[src/rtl/crypto_ahb_cmd_master.sv]
`default_nettype none
// =====================================================================
// crypto_ahb_cmd_master : valid/ready command sequencer for the CRYPTO
// core's AHB-Lite slave port and START/PURGE control pins.
// Revision 1.0
// =====================================================================
module crypto_ahb_cmd_master #(
   parameter int unsigned ADDR_W      = 17,
   parameter int unsigned TIMEOUT_W   = 16,
   parameter int unsigned TIMEOUT_MAX = 65535
) (
   input  logic              HCLK,
   input  logic              HRESETN,
   input  logic              cmd_valid,
   output logic              cmd_ready,
   input  logic [1:0]        cmd_op,
   input  logic [ADDR_W-1:0] cmd_addr,
   input  logic [31:0]       cmd_wdata,
   output logic              rsp_valid,
   input  logic              rsp_ready,
   output logic [31:0]       rsp_rdata,
   output logic [1:0]        rsp_status,
   output logic              S_HSEL,
   output logic [ADDR_W-1:0] S_HADDR,
   output logic [31:0]       S_HWDATA,
   output logic [1:0]        S_HSIZE,
   output logic [1:0]        S_HTRANS,
   output logic              S_HWRITE,
   output logic              S_HREADY,
   input  logic              S_HREADYOUT,
   input  logic              S_HRESP,
   input  logic [31:0]       S_HRDATA,
   output logic              START,
   output logic              PURGE,
   input  logic              BUSY,
   input  logic              COMPLETE,
   input  logic              ALARM
);

   typedef enum logic [2:0] {
      ST_IDLE  = 3'd0,
      ST_ADDR  = 3'd1,
      ST_DATA  = 3'd2,
      ST_ERR   = 3'd3,
      ST_PULSE = 3'd4,
      ST_WAIT  = 3'd5,
      ST_RESP  = 3'd6
   } state_t;

   localparam logic [1:0] c_op_write     = 2'b00;
   localparam logic [1:0] c_op_read      = 2'b01;
   localparam logic [1:0] c_op_start     = 2'b10;
   localparam logic [1:0] c_op_purge     = 2'b11;
   localparam logic [1:0] c_htrans_idle  = 2'b00;
   localparam logic [1:0] c_htrans_nseq  = 2'b10;
   // CRYPTO exposes a 2-bit HSIZE; 2'b10 selects a 32-bit word transfer
   localparam logic [1:0] c_hsize_word   = 2'b10;
   localparam logic [1:0] c_st_ok        = 2'b00;
   localparam logic [1:0] c_st_buserr    = 2'b01;
   localparam logic [1:0] c_st_timeout   = 2'b10;
   localparam logic [1:0] c_st_alarm     = 2'b11;
   localparam logic [TIMEOUT_W-1:0] c_timeout_max = TIMEOUT_W'(TIMEOUT_MAX);

   state_t                state_q;
   logic [1:0]            op_q;
   logic [31:0]           wdata_q;
   logic [TIMEOUT_W-1:0]  timer_q;
   logic                  cmd_ready_q;
   logic                  rsp_valid_q;
   logic [31:0]           rsp_rdata_q;
   logic [1:0]            rsp_status_q;
   logic                  hsel_q;
   logic [ADDR_W-1:0]     haddr_q;
   logic [31:0]           hwdata_q;
   logic [1:0]            hsize_q;
   logic [1:0]            htrans_q;
   logic                  hwrite_q;
   logic                  start_q;
   logic                  purge_q;

   always_ff @(posedge HCLK or negedge HRESETN) begin
      if (!HRESETN) begin
         state_q      <= ST_IDLE;
         op_q         <= c_op_write;
         wdata_q      <= '0;
         timer_q      <= '0;
         cmd_ready_q  <= 1'b0;
         rsp_valid_q  <= 1'b0;
         rsp_rdata_q  <= '0;
         rsp_status_q <= c_st_ok;
         hsel_q       <= 1'b0;
         haddr_q      <= '0;
         hwdata_q     <= '0;
         hsize_q      <= '0;
         htrans_q     <= c_htrans_idle;
         hwrite_q     <= 1'b0;
         start_q      <= 1'b0;
         purge_q      <= 1'b0;
      end else begin
         start_q <= 1'b0;
         purge_q <= 1'b0;
         case (state_q)
            ST_IDLE: begin
               cmd_ready_q <= 1'b1;
               if (cmd_valid && cmd_ready_q) begin
                  cmd_ready_q <= 1'b0;
                  op_q        <= cmd_op;
                  wdata_q     <= cmd_wdata;
                  rsp_rdata_q <= '0;
                  if (!cmd_op[1]) begin
                     state_q  <= ST_ADDR;
                     hsel_q   <= 1'b1;
                     htrans_q <= c_htrans_nseq;
                     hsize_q  <= c_hsize_word;
                     hwrite_q <= (cmd_op == c_op_write);
                     haddr_q  <= cmd_addr;
                  end else begin
                     state_q <= ST_PULSE;
                     start_q <= (cmd_op == c_op_start);
                     purge_q <= (cmd_op == c_op_purge);
                  end
               end
            end
            ST_ADDR: begin
               if (S_HREADYOUT) begin
                  state_q  <= ST_DATA;
                  hsel_q   <= 1'b0;
                  htrans_q <= c_htrans_idle;
                  hwdata_q <= wdata_q;
               end
            end
            ST_DATA: begin
               if (S_HRESP) begin
                  // a malformed one-cycle error still reports a bus error
                  if (S_HREADYOUT) begin
                     rsp_status_q <= c_st_buserr;
                     rsp_valid_q  <= 1'b1;
                     state_q      <= ST_RESP;
                  end else begin
                     state_q <= ST_ERR;
                  end
               end else if (S_HREADYOUT) begin
                  if (op_q == c_op_read) begin
                     rsp_rdata_q <= S_HRDATA;
                  end
                  rsp_status_q <= c_st_ok;
                  rsp_valid_q  <= 1'b1;
                  state_q      <= ST_RESP;
               end
            end
            ST_ERR: begin
               if (S_HREADYOUT) begin
                  rsp_status_q <= c_st_buserr;
                  rsp_valid_q  <= 1'b1;
                  state_q      <= ST_RESP;
               end
            end
            ST_PULSE: begin
               timer_q <= '0;
               state_q <= ST_WAIT;
            end
            ST_WAIT: begin
               if (ALARM) begin
                  rsp_status_q <= c_st_alarm;
                  rsp_valid_q  <= 1'b1;
                  state_q      <= ST_RESP;
               end else if ((op_q == c_op_start) && COMPLETE) begin
                  rsp_status_q <= c_st_ok;
                  rsp_valid_q  <= 1'b1;
                  state_q      <= ST_RESP;
               end else if ((op_q == c_op_purge) && !BUSY && (timer_q != '0)) begin
                  // BUSY is ignored on the first wait cycle: the core may not have raised it yet
                  rsp_status_q <= c_st_ok;
                  rsp_valid_q  <= 1'b1;
                  state_q      <= ST_RESP;
               end else if (timer_q == c_timeout_max) begin
                  rsp_status_q <= c_st_timeout;
                  rsp_valid_q  <= 1'b1;
                  state_q      <= ST_RESP;
               end else begin
                  timer_q <= timer_q + TIMEOUT_W'(1);
               end
            end
            ST_RESP: begin
               if (rsp_ready) begin
                  rsp_valid_q <= 1'b0;
                  cmd_ready_q <= 1'b1;
                  state_q     <= ST_IDLE;
               end
            end
            default: begin
               state_q <= ST_IDLE;
            end
         endcase
      end
   end

   assign cmd_ready  = cmd_ready_q;
   assign rsp_valid  = rsp_valid_q;
   assign rsp_rdata  = rsp_rdata_q;
   assign rsp_status = rsp_status_q;
   assign S_HSEL     = hsel_q;
   assign S_HADDR    = haddr_q;
   assign S_HWDATA   = hwdata_q;
   assign S_HSIZE    = hsize_q;
   assign S_HTRANS   = htrans_q;
   assign S_HWRITE   = hwrite_q;
   assign S_HREADY   = S_HREADYOUT;
   assign START      = start_q;
   assign PURGE      = purge_q;

endmodule

`default_nettype wire
[config.mk]
export PLATFORM = sky130hd
export DESIGN_NAME = crypto_ahb_cmd_master
export DESIGN_NICKNAME = d
export VERILOG_FILES = /design/src/rtl/crypto_ahb_cmd_master.sv
export SDC_FILE = /design/constraint.sdc
export NUM_CORES = 1
export LEC_CHECK = 0
export CAP_MARGIN = 25
export CELL_PAD_IN_SITES_DETAIL_PLACEMENT = 2
export CELL_PAD_IN_SITES_GLOBAL_PLACEMENT = 2
export CORE_AREA = 2 2 147 149
export DETAILED_ROUTE_END_ITERATION = 8
export DIE_AREA = 0 0 149 151
export PLACE_DENSITY = 0.82
export SLEW_MARGIN = 10
export SYNTH_ARGS = -nofsm -noshare
export SYNTH_HDL_FRONTEND = slang
export SYNTH_SLANG_ARGS = --single-unit
[constraint.sdc]
create_clock -name HCLK -period 2.3 [get_ports HCLK]
set_clock_uncertainty 0.05 [all_clocks]
set_input_delay 0.23 -clock HCLK [delete_from_list [all_inputs] [get_ports HCLK]]
set_output_delay 0.23 -clock HCLK [all_outputs]
set_load 0.01 [all_outputs]
==> flow_metrics.py, run 1 <==
metrics = {
    "detailed_routing": {
        "viasPerCell": 4.74,
        "drc": 0,
        "totalWireLength_um": 18500,
        "met2WireLength_um": 9820,
        "final_antenna_net_count": 0,
        "wl_per_cell_um": 18.8,
        "highest_layer": "met5",
        "dr_wl_met3_um": 1200,
        "wl_met1_um": 7260,
        "vias": 4660,
        "first_iter_violations": 125,
        "drt_first_pass_iters": 4,
    },
    "finish": {
        "drive_gt1_frac": 0.220,
        "fin_cells": 984,
        "fin_util": 0.430,
        "fin_nets": 791,
        "num_antenna_cells": 0,
        "area_growth_pct": 49.8,
        "nFillCells": 2162,
        "multi_input_area_um2": 2270,
        "seqCellArea_um2": 3580,
    },
    "worst_setup_path": {
        "startpoint_type": "flop",
        "critPathArrivalTime_ns": 2.56,
        "endpoint_kind": "flop",
        "critPathBufInv": 1,
        "crit_slowest_cell": "or4_1",
        "rr_worst_depth": 6,
        "crit_path_max_incr_delay_ns": 0.55,
        "r2r_slack_ns": 0.03,
        "worstReg2RegStart": "timer_q[11]",
        "critical-path-top-delay-family": "simple AND/OR/NAND/NOR gates",
        "r2r_end": "timer_q[11]",
        "crit_type": "flop to flop",
        "required_ns": 2.59,
        "cp_max_fo": 22,
        "cp_cell_sequence": "nor4_2 -> and4_4 -> o31ai_4 -> buf_12 -> or4_1 -> a21oi_2",
    },
    "timing": {
        "timing.final.crit_share": 0.985,
        "slew_headroom": 0.632,
        "rsz0062_at_grt": "yes",
        "fmax_mhz": 441,
        "finalSetupViolCount": 0,
        "period_needed_ns": 2.27,
        "hold_violations": 0,
        "tightest_slew_ns": 0.552,
        "drv_slew": 0,
    },
    "floorplan": {
        "die_h_um": 151,
        "die-area_um2": 22500,
        "num_io_pins": 186,
        "placementRows": 53,
        "initial_utilization": 0.287,
        "core_area_um2": 20800,
        "die_width_um": 149,
    },
    "synthesis": {
        "ys_seq_elements": 143,
        "ys_seq_area_frac": 0.599,
        "synth_top_flop_cell": "dfrtp_1",
        "yosysUniqueCellTypes": 46,
        "ys_async_sr_fraction": 1.00,
        "synthesis.area_um2": 5970,
        "yosysWarnings": 0,
        "synth.top_cells.by_area": "dfrtp_1, mux2_2, nand2_1",
        "syn_area_per_cell_um2": 11.9,
        "netlist_instances": 501,
        "yosys.area.top_type": "dfrtp_1",
        "synth_top_area_share": 0.599,
        "synth_edf_count": 0,
    },
    "global_routing": {
        "grt_usage": 0.169,
        "antenna_found_initial": 1,
        "grt-ovfl-total": 0,
        "grt_max_degree": 56,
        "grt_pass1_wl_um": 29600,
        "grt_pass1_vias": 5402,
    },
    "placed_design": {
        "routabilityCongestion": 0.817,
        "dpl.cell_count": 951,
        "numPortBuffers": 183,
        "hpwl_um": 13400,
    },
    "flow_run": {
        "drv_cap": 0,
    },
    "clock_tree": {
        "cts_tree": "done",
        "cts-root-buf": "clkbuf_16",
        "clock_latency_ns": 0.42,
        "clock_sink_count": 143,
        "htree_levels": 4,
        "cts_made_buffers": 17,
        "clk_pin_slew_ns": 0.06,
        "cts.path.max_buffers": 2,
    },
    "worst_hold_path": {
        "worstHoldPathType": "input port to asynchronous set/reset pin",
    },
    "pwr": {
        "swShare": 0.309,
        "power_density_nw_per_um2": 1280,
        "vdd_ir_drop_max_v": 0.000581,
        "p_int_mw": 7.93,
        "p_switching_mw": 3.55,
        "power_frac_seq": 0.365,
        "leakage_nw": 3.69,
        "p_comb_frac": 0.368,
        "power_mw": 11.5,
        "power_frac_clock": 0.267,
    },
    "outcome": {
        "run_status": "complete, no violations",
    },
}
==> area by class of cell <==
| class | instances | share of cell area |
|---|---|---|
| Clock buffer | 22 | 0.0530 |
| Clock inverter | 9 | 0.0203 |
| Inverter | 10 | 0.00419 |
| Multi-Input combinational cell | 318 | 0.253 |
| Sequential cell | 143 | 0.400 |
| Tap cell | 275 | 0.0384 |
| Timing Repair Buffer | 207 | 0.231 |
==> registers in the layout, indices dropped and copies added, names as in the netlist <==
name and count:
wdata_q 32, rsp_status 2, op_q 2, cmd_ready 1, rsp_rdata 32, START 1, S_HADDR 17, S_HWRITE 1
PURGE 1, S_HTRANS 1, S_HSIZE 1, timer_q 16, state_q 3, rsp_valid 1, S_HWDATA 32
==> how the worst max path moves through the flow <==
stage                 from           to  slack (ns)  cells past startpoint
2_1_floorplan   timer_q[0]   state_q[1]        0.24                      9
3_3_place_gp    timer_q[0]  timer_q[11]        0.19                      8
3_5_place_dp    timer_q[0]  timer_q[10]        0.06                      7
4_1_cts         timer_q[1]  timer_q[10]        0.01                      8
5_1_grt         timer_q[0]   timer_q[5]       -0.03                      8
6_report       timer_q[11]  timer_q[11]        0.03                      6
==> cell usage in the layout (no fill, tap or decap), types with 2 or more instances in the layout <==
master           count
o31ai_1             10
dfrtp_1            142
nor4_1               4
bufinv_16            5
buf_12               4
mux2i_1              7
nand3_1             10
and2_1               5
nor2_1              13
nor3_1               3
clkinv_4             3
clkbuf_8             3
a21oi_2              3
or4_1                8
clkbuf_1             2
nand2_1             83
and3_1               4
mux2_2              82
nor4_2               2
inv_2                2
o31a_1               2
nand2b_1             3
nor3b_2              2
clkdlybuf4s50_1    182
inv_1                8
clkbuf_16           17
ha_1                 2
conb_1               2
buf_4               19
a21oi_1              8
o21ai_0             41
==> synth_stat cells, types with 2 or more instances <==
| master | number |
|---|---|
| or4_1 | 9 |
| and2_1 | 5 |
| inv_1 | 10 |
| buf_4 | 4 |
| o21ai_0 | 41 |
| dfrtp_1 | 143 |
| nor4_1 | 6 |
| o31a_1 | 2 |
| nand3_1 | 10 |
| nand2b_1 | 3 |
| mux2_2 | 82 |
| nand2_1 | 83 |
| and3_1 | 4 |
| nor3_1 | 4 |
| o31ai_1 | 10 |
| buf_2 | 17 |
| and4_1 | 2 |
| a21oi_1 | 11 |
| clkbuf_1 | 8 |
| nor2_1 | 13 |
| nor3b_1 | 2 |
| mux2i_1 | 7 |
| ha_1 | 2 |
==> routing by layer <==
layer | up-vias | GRT usage
li1 | 2136 | -
met1 | 2382 | 0.192
met2 | 122 | 0.304
met3 | 18 | 0.0605
met4 | 2 | 0.0419
met5 | - | 0
==> metrics by stage <==
stage / setup TNS [ns] / hold WS [ns] / setup slack, ns / cell area, um2
5_1_grt: -0.0914 / 0.326 / -0.0274 / 8950
3_5_place_dp: 0 / 0.193 / 0.0609 / 8240
4_1_cts: 0 / 0.305 / 0.0111 / 8910
6_report: 0 / 0.317 / 0.0349 / 8950
2_1_floorplan: 0 / -0.116 / 0.243 / 5980
3_3_place_gp: 0 / 0.179 / 0.187 / 8240
==> worst reg2reg max path, cell delays in order, from the launching register on <==
cell	delay (ns)
dfrtp_1	0.45
nor4_2	0.38
and4_4	0.31
o31ai_4	0.10
buf_12	0.18
or4_1	0.55
a21oi_2	0.17
==> cells by family (layout without fill, tap and decap cells) <==
kind of cell,count (synthesis),count (layout),share of synthesized area
compound gates,78,78,0.0792
flops,143,143,0.599
simple gates,147,147,0.118
mux,89,89,0.166
buf+inv,41,248,0.0331
fa+ha+maj,2,2,0.00419
other cells,1,2,0.000628
==> repair_timing <==
| item | in CTS | in global routing |
|---|---|---|
| buffers inserted | 0 | 1 |
| hold endpoints to repair | 52 | 0 |
| pin swaps | 0 | 2 |
| hold buffers | 1 | 0 |
| setup endpoints to repair | 2 | 13 |
| resized for setup | 3 | 10 |
==> power groups by stage <==
stage                     clock [mW]  sequential (mW)  combinational, mW
final                           3.07             4.19               4.23
after global routing            3.28             4.34               4.63
after CTS                       3.15             4.22               4.31
after detailed placement           0             4.23               4.25
after global placement             0             4.11               4.05
after floorplan                    0             4.33               1.75
(Power assumes the default switching activity.)
==> run 2: changes to the inputs <==
--- a/config.mk
+++ b/config.mk
@@ -11,6 +11,7 @@
 export CORE_AREA = 2 2 147 149
 export DETAILED_ROUTE_END_ITERATION = 8
 export DIE_AREA = 0 0 149 151
+export MAX_ROUTING_LAYER = met4
 export PLACE_DENSITY = 0.82
 export SLEW_MARGIN = 10
 export SYNTH_ARGS = -nofsm -noshare
==> run 2 against run 1 <==
Worst hold slack improved by 0.0016 ns; total power rose by 0.12%; clock power barely moved; via count barely moved; combinational power barely moved; wire length rose by 0.17%.
==> flow_metrics.py, run 2 (same netlist as run 1, synthesis figures left out) <==
metrics = {
    "detailed_routing": {
        "wl_per_cell_um": 18.8,
        "first_iter_violations": 152,
        "drc": 0,
        "viasPerCell": 4.73,
        "final_antenna_net_count": 0,
        "vias": 4657,
        "totalWireLength_um": 18500,
        "drt_first_pass_iters": 4,
    },
    "floorplan": {
        "initial_utilization": 0.287,
        "core_area_um2": 20800,
        "placementRows": 53,
        "die-area_um2": 22500,
        "die_width_um": 149,
        "die_h_um": 151,
        "num_io_pins": 186,
    },
    "finish": {
        "drive_gt1_frac": 0.224,
        "final_cell_mix": "clkdlybuf4s50_1, dfrtp_1, nand2_1, mux2_2, o21ai_0",
        "final_common_cell": "clkdlybuf4s50_1",
        "fin_nets": 791,
        "area_growth_pct": 50.1,
    },
    "worst_setup_path": {
        "crit_path_max_incr_delay_ns": 0.53,
        "critPathArrivalTime_ns": 2.53,
        "r2r_slack_ns": 0.06,
        "endpoint_kind": "flop",
        "crit_path_start": "timer_q[11]",
        "startpoint_type": "flop",
        "crit_type": "flop to flop",
        "rr_worst_depth": 6,
        "cp_cell_sequence": "nor4_2 -> and4_4 -> o31ai_4 -> buf_12 -> or4_1 -> a21oi_2",
        "crit_path_end": "timer_q[5]",
        "worstReg2RegStart": "timer_q[11]",
        "required_ns": 2.59,
        "r2r_end": "timer_q[5]",
        "crit_slowest_cell": "or4_1",
        "cp_max_fo": 22,
    },
    "clock_tree": {
        "cts.path.max_buffers": 2,
        "cts_made_buffers": 17,
        "cts-root-buf": "clkbuf_16",
        "htree_levels": 4,
        "clock_latency_ns": 0.42,
        "clk_pin_slew_ns": 0.06,
        "clock_sink_count": 143,
        "cts_tree": "done",
    },
    "worst_hold_path": {
        "worstHoldPathType": "input port to asynchronous set/reset pin",
    },
    "timing": {
        "fmax_mhz": 446,
        "hold_violations": 0,
        "slew_headroom": 0.636,
        "tightest_slew_ns": 0.546,
        "period_needed_ns": 2.24,
        "finalSetupViolCount": 0,
        "timing.final.crit_share": 0.975,
        "rsz0062_at_grt": "yes",
        "drv_slew": 0,
        "setup_ws_ns": 0.0583,
    },
    "global_routing": {
        "grt_usage": 0.175,
        "grt_max_degree": 56,
        "antenna_found_initial": 1,
        "grt_pass1_vias": 5406,
        "grt_pass1_wl_um": 29600,
        "grt-ovfl-total": 0,
    },
    "pwr": {
        "power_density_nw_per_um2": 1280,
        "leakage_nw": 3.70,
        "vdd_ir_drop_max_v": 0.000582,
        "power_mw": 11.5,
    },
    "placed_design": {
        "routabilityCongestion": 0.829,
        "hpwl_um": 13400,
        "placement.setup.worst_slack_ns": 0.0609,
        "numPortBuffers": 183,
    },
    "outcome": {
        "run_status": "complete, no violations",
    },
    "flow_run": {
        "drv_cap": 0,
    },
}
[run 2: cell count changes in the layout (fill, tap and decap cells not counted), sizes merged]
cell	change
diode	+1
[run 2: worst min path at each step]
| stage | from | end | slack (ns) | cells after the start |
|---|---|---|---|---|
| after floorplan | HRESETN | PURGE | -0.12 | 0 |
| after global placement | HRESETN | rsp_rdata[30] | 0.18 | 1 |
| after detailed placement | HRESETN | rsp_rdata[30] | 0.19 | 1 |
| after CTS | S_HRDATA[20] | rsp_rdata[20] | 0.31 | 3 |
| after global routing | S_HRDATA[20] | rsp_rdata[20] | 0.33 | 3 |
| final | HRESETN | timer_q[1] | 0.32 | 2 |
[run 2: metal layers]
metal,global-route usage,vias to the layer above,part of all wire
li1,-,2133,-
met1,0.194,2380,0.39
met2,0.304,126,0.53
met3,0.0593,18,0.065
met4,0.0419,0,0.013
met5,-,-,0
[run 2: cell type report]
class	instances	area, um2
Fill cell	2162	11900
Inverter	10	37.5
Clock buffer	22	474
Clock inverter	9	181
Antenna cell	1	2.50
Tap cell	275	344
Sequential cell	143	3580
Timing Repair Buffer	207	2070
Multi-Input combinational cell	318	2280
[run 2: worst max-delay path: cells and delay by family (launching register included)]
family	cells	cell delay (ns)
buffers and inverters	1	0.18
DFF	1	0.46
AOI/OAI and AO/OA	2	0.25
and+or+nand+nor	3	1.20
[run 2: report_power, final]
group	internal, mW	switching (mW)	total, mW
registers	3.54	0.657	4.20
clock network	2.01	1.06	3.07
logic	2.38	1.85	4.24
total	7.93	3.57	11.5
[run 2: per-stage QoR]
stage	cell area (um2)	hold slack (ns)	std cells	TNS (ns)	util
3_5_place_dp	8240	0.193	951	0	0.396
5_1_grt	8960	0.326	985	-0.0575	0.431
6_report	8960	0.318	985	0	0.431
3_3_place_gp	8240	0.179	951	0	0.396
4_1_cts	8910	0.305	983	0	0.428
2_1_floorplan	5980	-0.116	502	0	-
[run 2: what timing repair did]
item                       in CTS  in global routing
hold endpoints to repair       52                  0
hold buffers                    1                  0
buffers inserted                0                  1
cloned                          0                  0
pin swaps                       0                  2
resized for setup               3                 13
setup endpoints to repair       2                 13
==> run 3: changes to the inputs <==
--- a/config.mk
+++ b/config.mk
@@ -5,14 +5,16 @@
 export SDC_FILE = /design/constraint.sdc
 export NUM_CORES = 1
 export LEC_CHECK = 0
+export ABC_AREA = 1
 export CAP_MARGIN = 25
 export CELL_PAD_IN_SITES_DETAIL_PLACEMENT = 2
 export CELL_PAD_IN_SITES_GLOBAL_PLACEMENT = 2
-export CORE_AREA = 2 2 147 149
+export CORE_AREA = 2 2 153 155
+export CTS_BUF_LIST = sky130_fd_sc_hd__clkbuf_2 sky130_fd_sc_hd__clkbuf_4 sky130_fd_sc_hd__clkbuf_8
 export DETAILED_ROUTE_END_ITERATION = 8
-export DIE_AREA = 0 0 149 151
+export DIE_AREA = 0 0 155 157
 export MAX_ROUTING_LAYER = met4
-export PLACE_DENSITY = 0.82
+export PLACE_DENSITY = 0.86
 export SLEW_MARGIN = 10
 export SYNTH_ARGS = -nofsm -noshare
 export SYNTH_HDL_FRONTEND = slang
==> run 3 against run 2 <==
Final cell count up 25%; largest power group unchanged; largest cell class unchanged; synthesized cell count up 50%; maximum frequency up 13%.
==> flow_metrics.py, run 3 <==
metrics = {
    "timing": {
        "drv_slew": 0,
        "hold-worst-slack_ns": 0.259,
        "period_needed_ns": 1.98,
        "fin_setup_tns_ns": 0,
        "timing.final.crit_share": 0.861,
        "finalSetupViolCount": 0,
        "hold_violations": 0,
        "slew_headroom": 0.602,
        "tightest_slew_ns": 0.597,
        "rsz0062_at_grt": "no",
        "fmax_mhz": 505,
    },
    "global_routing": {
        "grt_pass1_wl_um": 34500,
        "grt_max_degree": 65,
        "antenna_found_initial": 0,
        "grt-ovfl-total": 0,
        "grt_usage": 0.185,
        "grt_pass1_vias": 6410,
    },
    "worst_setup_path": {
        "startpoint_type": "flop",
        "crit_top_cell": "nand2_1",
        "cp_cell_sequence": "nor2_1 -> nand2_1 -> inv_2 -> nand3_2 -> buf_4 -> clkinv_1 -> buf_12 -> nand2_1 -> nand2_1",
        "critPathArrivalTime_ns": 2.26,
        "required_ns": 2.58,
        "cp_max_fo": 36,
        "critical-path-top-delay-family": "buffers and inverters",
        "crit_type": "flop to flop",
        "endpoint_kind": "flop",
        "crit_slowest_cell": "dfrtp_1",
        "critPathBufInv": 4,
        "crit_path_max_incr_delay_ns": 0.51,
    },
    "placed_design": {
        "numPortBuffers": 183,
        "routabilityCongestion": 0.752,
        "hpwl_um": 15000,
    },
    "synthesis": {
        "yosysUniqueCellTypes": 30,
        "synth_top_family_by_area": "simple AND/OR/NAND/NOR gates",
        "synth_top_area_share": 0.575,
        "synth_xor_xnor_area_share": 0.0183,
        "yosysMostFrequentCell": "nand2_1",
        "yosys.area.top_type": "dfrtp_1",
        "synth_edf_count": 0,
        "synth_top_flop_cell": "dfrtp_1",
        "yosysWarnings": 0,
        "synthTopCellsByCount": "nand2_1, dfrtp_1, inv_1",
        "synth-simple-area-share": 0.286,
        "synthesis.area_um2": 6220,
        "synth_fa_ha_area_frac": 0.00402,
        "syn_area_per_cell_um2": 8.27,
        "ys_async_sr_fraction": 1.00,
        "ys_seq_elements": 143,
        "ys_seq_area_frac": 0.575,
        "netlist_instances": 753,
        "synth_compound_area_frac": 0.0476,
        "synth.top_cells.by_area": "dfrtp_1, nand2_1, nand3_1",
        "muxShareOfSynthArea": 0,
    },
    "clock_tree": {
        "cts_tree": "done",
        "cts-root-buf": "clkbuf_8",
        "cts_made_buffers": 17,
        "cts_setup_buffers": 0,
        "clk_pin_slew_ns": 0.10,
        "clock_sink_count": 143,
        "cts.path.max_buffers": 2,
        "htree_levels": 4,
        "clock_latency_ns": 0.45,
    },
    "finish": {
        "drive_gt1_frac": 0.0653,
        "nFillCells": 2500,
        "area_growth_pct": 42.7,
        "multi_input_area_um2": 2230,
        "seqCellArea_um2": 3580,
        "final_cell_mix": "nand2_1, clkdlybuf4s50_1, dfrtp_1, inv_1, nand3_1",
        "fin_nets": 1031,
        "num_antenna_cells": 0,
        "final_common_cell": "nand2_1",
    },
    "flow_run": {
        "drv_cap": 0,
    },
    "detailed_routing": {
        "drt_first_pass_iters": 4,
        "final_antenna_net_count": 0,
        "totalWireLength_um": 20900,
        "viasPerCell": 4.62,
        "first_iter_violations": 228,
        "vias": 5703,
        "wl_per_cell_um": 16.9,
        "drc": 0,
    },
    "pwr": {
        "vdd_ir_drop_max_v": 0.000423,
        "power_density_nw_per_um2": 1230,
        "leakage_nw": 4.20,
        "power_mw": 10.9,
    },
    "worst_hold_path": {
        "worstHoldPathType": "input port to flop",
    },
    "floorplan": {
        "die_h_um": 157,
        "core_area_um2": 22500,
        "placementRows": 55,
        "initial_utilization": 0.277,
        "die_width_um": 155,
        "num_io_pins": 186,
        "die-area_um2": 24300,
    },
    "outcome": {
        "run_status": "complete, no violations",
    },
}
-- run 3: kinds of logic (layout without fill, tap and decap cells) --
logic type / count (synthesis) / in the layout
other cells: 1 / 2
fa+ha+maj: 2 / 2
simple gates: 436 / 436
flops: 143 / 143
buf+inv: 103 / 299
compound gates: 55 / 55
xor+xnor: 13 / 13
-- run 3: worst paths after layout --
kind / slack [ns] / endpoint / depth (start not counted) / start
max in group asynchronous: 1.22 / S_HADDR[15] / 3 / HRESETN
worst min-delay path: 0.26 / wdata_q[15] / 3 / cmd_wdata[15]
worst min register to register: 0.43 / S_HWDATA[1] / 2 / wdata_q[1]
worst max register to register: 0.32 / wdata_q[9] / 9 / state_q[0]
worst max-delay path: 0.32 / wdata_q[9] / 9 / state_q[0]
min in group asynchronous: 0.28 / timer_q[4] / 2 / HRESETN
-- run 3: power by group --
part | total (mW) | internal, mW | leakage, nW | switching (mW)
logic | 4.35 | 2.09 | 2.11 | 2.27
registers | 4.24 | 3.56 | 1.86 | 0.683
clock network | 2.31 | 1.13 | 0.226 | 1.18
total | 10.9 | 6.78 | 4.20 | 4.13
-- run 3: through the flow --
stage | worst slack (ns) | utilization | std cells | area [um2]
final | 0.319 | 0.395 | 1235 | 8880
after global routing | 0.123 | 0.395 | 1235 | 8880
after detailed placement | 0.282 | 0.375 | 1202 | 8430
after CTS | 0.274 | 0.395 | 1235 | 8880
after floorplan | 0.526 | - | 754 | 6230
after global placement | 0.388 | 0.375 | 1202 | 8430
-- run 3: timing repair --
item,CTS,global route
endpoints found under the hold margin,53,0
resized for setup,0,0
hold buffers,1,0
-- run 3: final cells by class --
cell class                 instances  share of cell area
timing repair buffer             200               0.228
clock buffer                      17              0.0263
sequential                       143               0.403
multi-input combinational        508               0.251
tap                              285              0.0401
inverter                          67              0.0283
clock inverter                    15              0.0237
-- run 3: metal layers --
metal	global-route usage	routed length (um)
met5	-	0
met4	0.0476	244
met3	0.0336	853
met2	0.312	10500
met1	0.230	9380
-- run 3: worst min-delay path, delay by kind of cell --
| kind | cells | cell delay, ns |
|---|---|---|
| buffers and inverters | 1 | 0.40 |
| AND/OR/NAND/NOR | 2 | 0.10 |
==> edit 1 (settings of run 2) <==
`ADDR_W`: 17 -> 25.
--- a/src/rtl/crypto_ahb_cmd_master.sv
+++ b/src/rtl/crypto_ahb_cmd_master.sv
@@ -5,7 +5,7 @@
 // Revision 1.0
 // =====================================================================
 module crypto_ahb_cmd_master #(
-   parameter int unsigned ADDR_W      = 17,
+   parameter int unsigned ADDR_W      = 25,
    parameter int unsigned TIMEOUT_W   = 16,
    parameter int unsigned TIMEOUT_MAX = 65535
 ) (
Interface: changed (resized S_HADDR and cmd_addr); port bits go from 186 to 202. The function was not compared with the original's and may differ.
==> edit 1 against run 2 <==
Cell area grew 4.6%. Count of clock-buffer cells in the layout fell by 5. Clock power down 8.8%. Worst setup slack better by 0.054 ns. Worst hold slack worse by 0.014 ns. Non-clock buffer count grew 13. Core utilization grew 2.0 points. Sequential cell count is 8 higher. Critical endpoint is now timer_q[15]. Routed wire length is 9.7% higher. Via count rose by 5.6%. Die area stayed put. Area after synthesis rose by 6.1%. Power is 3.5% higher. Cell count increased by 3.0%.
==> edit 1: results (changes against run 2) <==
| Metric | Value |
|---|---|
| Antenna cell count | `0 (was 1)` |
| Hold Crit Class | `in2async (unchanged)` |
| TritonCTS buffer count | `17 (unchanged)` |
| Switching part of the total | `33.41% (was 31.02%)` |
| Setup bufs post-CTS | `0 (unchanged)` |
| Post-Synth XOR/XNOR Area | `0% (unchanged)` |
| Vias in the first global route | `5,780 (was 5,406)` |
| DR iter-0 viols | `178 (was 152)` |
| Netlist cell types | `46 (unchanged)` |
| Filler cells | `2,073 (was 2,162)` |
| HPWL Detailed | `14,390 um (was 13,400 um)` |
| First-pass GRT wire length | `32,350 um (was 29,600 um)` |
| Arr. time, crit path | `2.49 ns (was 2.53 ns)` |
| Tot GR Track Use | `19.19% (was 17.46%)` |
| Sum of negative setup slack | `0 ns (unchanged)` |
| Adder-cell share of the synthesized area | `0.3948% (was 0.4188%)` |
| Outcome | `finished, final reports clean (unchanged)` |
| Clk buf depth | `2 (unchanged)` |
| Post-synth top cells | `dfrtp_1 (151), mux2_2 (90), nand2_1 (83) (was dfrtp_1 (143), nand2_1 (83), mux2_2 (82))` |
| Routed wire length | `20,350 um (was 18,540 um)` |
| Compound-cell area share of the yosys netlist | `7.481% (was 7.916%)` |
| Worst-path maximum fanout | `17 (was 22)` |
| Sequential area share after synthesis | `59.61% (was 59.90%)` |
| Vias per cell | `4.846 (was 4.728)` |
| # port buffers | `199 (was 183)` |
| Dominant cells by area after synthesis | `dfrtp_1 (60%), mux2_2 (16%), nand2_1 (4.9%) (was dfrtp_1 (60%), mux2_2 (15%), nand2_1 (5.2%))` |
| CP peak stage delay | `0.52 ns` |
| Leakage | `3.831 nW (was 3.695 nW)` |
| Clk_lat worst skew | `0.43 ns` |
| Least-Margin Pin Slew | `0.5674 ns (was 0.5461 ns)` |
| Proportion of layout cells with a drive suffix above 1 | `21.35% (was 22.43%)` |
| GPL Wtd Cong | `0.8303 (was 0.8292)` |
| # nets final | `829 (was 791)` |
| Largest net degree at the start of global routing | `65 (was 56)` |
| Clock-pin slew on the worst setup and hold paths | `0.07 ns` |
| Post-synthesis mux area share | `17.09% (was 16.63%)` |
| Initial antenna violation count | `0 (was 1)` |
| Max VDD drop | `0.5930 mV (was 0.5817 mV)` |
==> edit 1: final timing paths <==
kind / slack [ns] / end / start / cells after the start
worst max-delay path: 0.11 / timer_q[15] / timer_q[0] / 7
worst min-delay path: 0.30 / timer_q[11] / HRESETN / 2
worst max register to register: 0.11 / timer_q[15] / timer_q[0] / 7
worst min register to register: 0.44 / rsp_rdata[28] / rsp_rdata[28] / 2
max in group asynchronous: 1.21 / S_HADDR[24] / HRESETN / 3
min in group HCLK: 0.31 / rsp_rdata[17] / S_HRDATA[17] / 3
==> edit 1: critical path: cells and delay by family (launching register included) <==
family                     cells  cell delay (ns)
and+or+nand+nor                4             0.99
DFF                            1             0.43
adders and majority gates      1             0.25
buffers and inverters          1             0.22
AOI/OAI and AO/OA              1             0.16
==> edit 1: area by class of cell <==
| cell class | instances | area share, % |
|---|---|---|
| repair buffers | 220 | 23.90 |
| well taps | 275 | 3.670 |
| clock buffers | 17 | 4.537 |
| multi-input cells | 328 | 25.54 |
| inverters | 9 | 0.3603 |
| clock inverters | 15 | 1.695 |
| flip-flops and latches | 151 | 40.30 |
==> edit 1: repair_timing <==
action	4_1_cts	5_1_grt
gates resized for setup	0	2
hold buffers	1	0
endpoints found under the hold margin	54	0
setup endpoints to repair	0	9
==> edit 1: cells by family after synthesis <==
kind of cell / after synthesis
compound gates: 74
fa+ha+maj: 2
buf+inv: 42
flops: 151
mux: 97
other cells: 1
simple gates: 153
==> edit 1: layer usage <==
layer / wire length, um / vias up / global-route usage [%]
met1: 8070 / 2521 / 21.51
met2: 10760 / 142 / 33.57
met3: 1183 / 24 / 5.602
met5: 0 / - / -
li1: - / 2232 / -
met4: 334 / 0 / 5.238
==> edit 1: per-stage QoR <==
step           utilization, %  instances  setup slack, ns  cell area, um2
2_1_floorplan               -        521           0.3508            6342
3_3_place_gp            42.12        982           0.1797            8771
3_5_place_dp            42.12        982           0.1010            8771
4_1_cts                 44.98       1015          0.02762            9365
5_1_grt                 45.03       1015        0.0004854            9376
6_report                45.03       1015           0.1128            9376
==> edit 1: power groups by stage <==
stage,Clock (mW),Sequential (mW),Combinational [mW]
4_1_cts,2.87,4.48,4.74
2_1_floorplan,0,4.69,1.79
3_3_place_gp,0,4.36,4.49
6_report,2.80,4.44,4.66
3_5_place_dp,0,4.51,4.68
5_1_grt,2.98,4.61,5.05
==> edit 2 (flow settings as in run 2) <==
Without the edit above. Reset style: synchronous (`HRESETN`), changed in one clocked block.
--- a/src/rtl/crypto_ahb_cmd_master.sv
+++ b/src/rtl/crypto_ahb_cmd_master.sv
@@ -78,7 +78,7 @@
    logic                  start_q;
    logic                  purge_q;
 
-   always_ff @(posedge HCLK or negedge HRESETN) begin
+   always_ff @(posedge HCLK) begin
       if (!HRESETN) begin
          state_q      <= ST_IDLE;
          op_q         <= c_op_write;
Check against the original RTL: differs if HRESETN is asserted again (counterexample within 4 cycles, from zero or initial values and one cycle with HRESETN low); with HRESETN held inactive, the same outputs for 4 cycles.
==> edit 2 against run 2 <==
The flow now finishes with violations (setup timing). Area after synthesis is 6.5% lower. Cell area is 2.0% lower. Worst setup slack worse by 0.25 ns. Synthesized cell count is 41% higher. Routed wire length is 16% higher. Sequential cell count stayed put. Die area stayed put. Critical endpoint is now timer_q[6].
Power is not compared: it rests on default switching activity, and its combinational part moved more than twofold at a synthesized area within 25%.
==> edit 2: results (changes against run 2) <==
| Metric | Value |
|---|---|
| Async S/R FF share, synth | `0% (was 100.0%)` |
| Failing checks | `setup timing` |
| Final setup viols | `13 (was 0)` |
| Slowest stage cell on the critical path | `o41a_4 (was or4_1)` |
| CP peak stage delay | `0.42 ns (was 0.53 ns)` |
| Dominant cells by area after synthesis | `dfxtp_1 (51%), nand2_1 (15%), a21oi_1 (10%) (was dfrtp_1 (60%), mux2_2 (15%), nand2_1 (5.2%))` |
| DR iter-0 viols | `169 (was 152)` |
| Internal | `5.470 mW` |
| First-pass GRT wire length | `33,780 um (was 29,600 um)` |
| Hold Crit Class | `in2reg (was in2async)` |
| # port buffers | `183 (unchanged)` |
| R2R Path Start | `timer_q[0] (was timer_q[11])` |
| Post-synth top cells | `nand2_1 (223), dfxtp_1 (143), a21oi_1 (117) (was dfrtp_1 (143), nand2_1 (83), mux2_2 (82))` |
| TritonCTS buffer count | `17 (unchanged)` |
| HPWL Detailed | `13,920 um (was 13,400 um)` |
| Largest net degree at the start of global routing | `75 (was 56)` |
| Routed wire length | `21,500 um (was 18,540 um)` |
| Vias | `5,793 (was 4,657)` |
| Least-Margin Pin Slew | `0.7567 ns (was 0.5461 ns)` |
| Final setup margin | `-0.1965 ns (was 0.05829 ns)` |
| Filler cells | `2,313 (was 2,162)` |
| # nets final | `992 (was 791)` |
| Proportion of layout cells with a drive suffix above 1 | `12.07% (was 22.43%)` |
| CP delay by family, top | `compound AO/OA/AOI/OAI gates (was simple AND/OR/NAND/NOR gates)` |
| Tot GR Track Use | `19.88% (was 17.46%)` |
| Synth top area share | `51.27% (was 59.90%)` |
| Worst-path maximum fanout | `8 (was 22)` |
| Outcome | `finished, violations left (was finished, final reports clean)` |
| Netlist cell types | `42 (was 46)` |
| Vias in the first global route | `6,216 (was 5,406)` |
| GPL Wtd Cong | `0.7708 (was 0.8292)` |
-- edit 2: worst paths after layout --
| kind | end | cells after the start |
|---|---|---|
| setup / recovery | timer_q[6] | 9 |
| setup reg to reg | timer_q[6] | 9 |
| hold reg to reg | rsp_rdata[26] | 2 |
| hold / removal | S_HADDR[1] | 3 |
-- edit 2: through the flow --
stage                     hold slack, ns  setup WS [ns]  TNS, ns  area [um2]  std cells
after floorplan                   0.2524         0.1572        0        5588        708
after global placement            0.3875       -0.04961  -0.2022        7880       1146
after CTS                         0.2759        -0.1587   -1.163        8681       1185
final                             0.2961        -0.1965   -1.823        8782       1187
after global routing              0.2959        -0.2619   -2.971        8782       1187
after detailed placement          0.4005        -0.1659   -1.057        7880       1146
-- edit 2: area by class of cell --
cell class / instances / area [um2] / share of cell area (%)
clock buffer: 18 / 439.2 / 5.001
tap: 275 / 344.1 / 3.918
inverter: 8 / 36.28 / 0.4132
multi-input combinational: 505 / 2645 / 30.12
antenna: 1 / 2.502 / 0.02849
timing repair buffer: 223 / 2218 / 25.26
clock inverter: 14 / 226.5 / 2.579
sequential: 143 / 2870 / 32.68
-- edit 2: repair_timing --
action	CTS	global route
hold endpoints to repair	0	0
pin swaps	21	10
gates cloned	1	1
setup endpoints to repair	14	21
resized for setup	22	21
setup buffers	6	0
-- edit 2: cell families after synthesis --
family / after synthesis / share of synthesized area, %
compound gates: 172 / 17.59
simple gates: 326 / 25.79
buf+inv: 62 / 4.661
other cells: 1 / 0.06715
flops: 143 / 51.27
fa+ha+maj: 2 / 0.4481
mux: 1 / 0.1793
-- edit 2: layer usage --
layer	wire length (um)	global-route usage (%)	share of wire, %
met1	9268	22.88	43
met4	374	6.619	1.7
met3	1218	5.813	5.7
met5	0	-	0
met2	10640	33.34	49
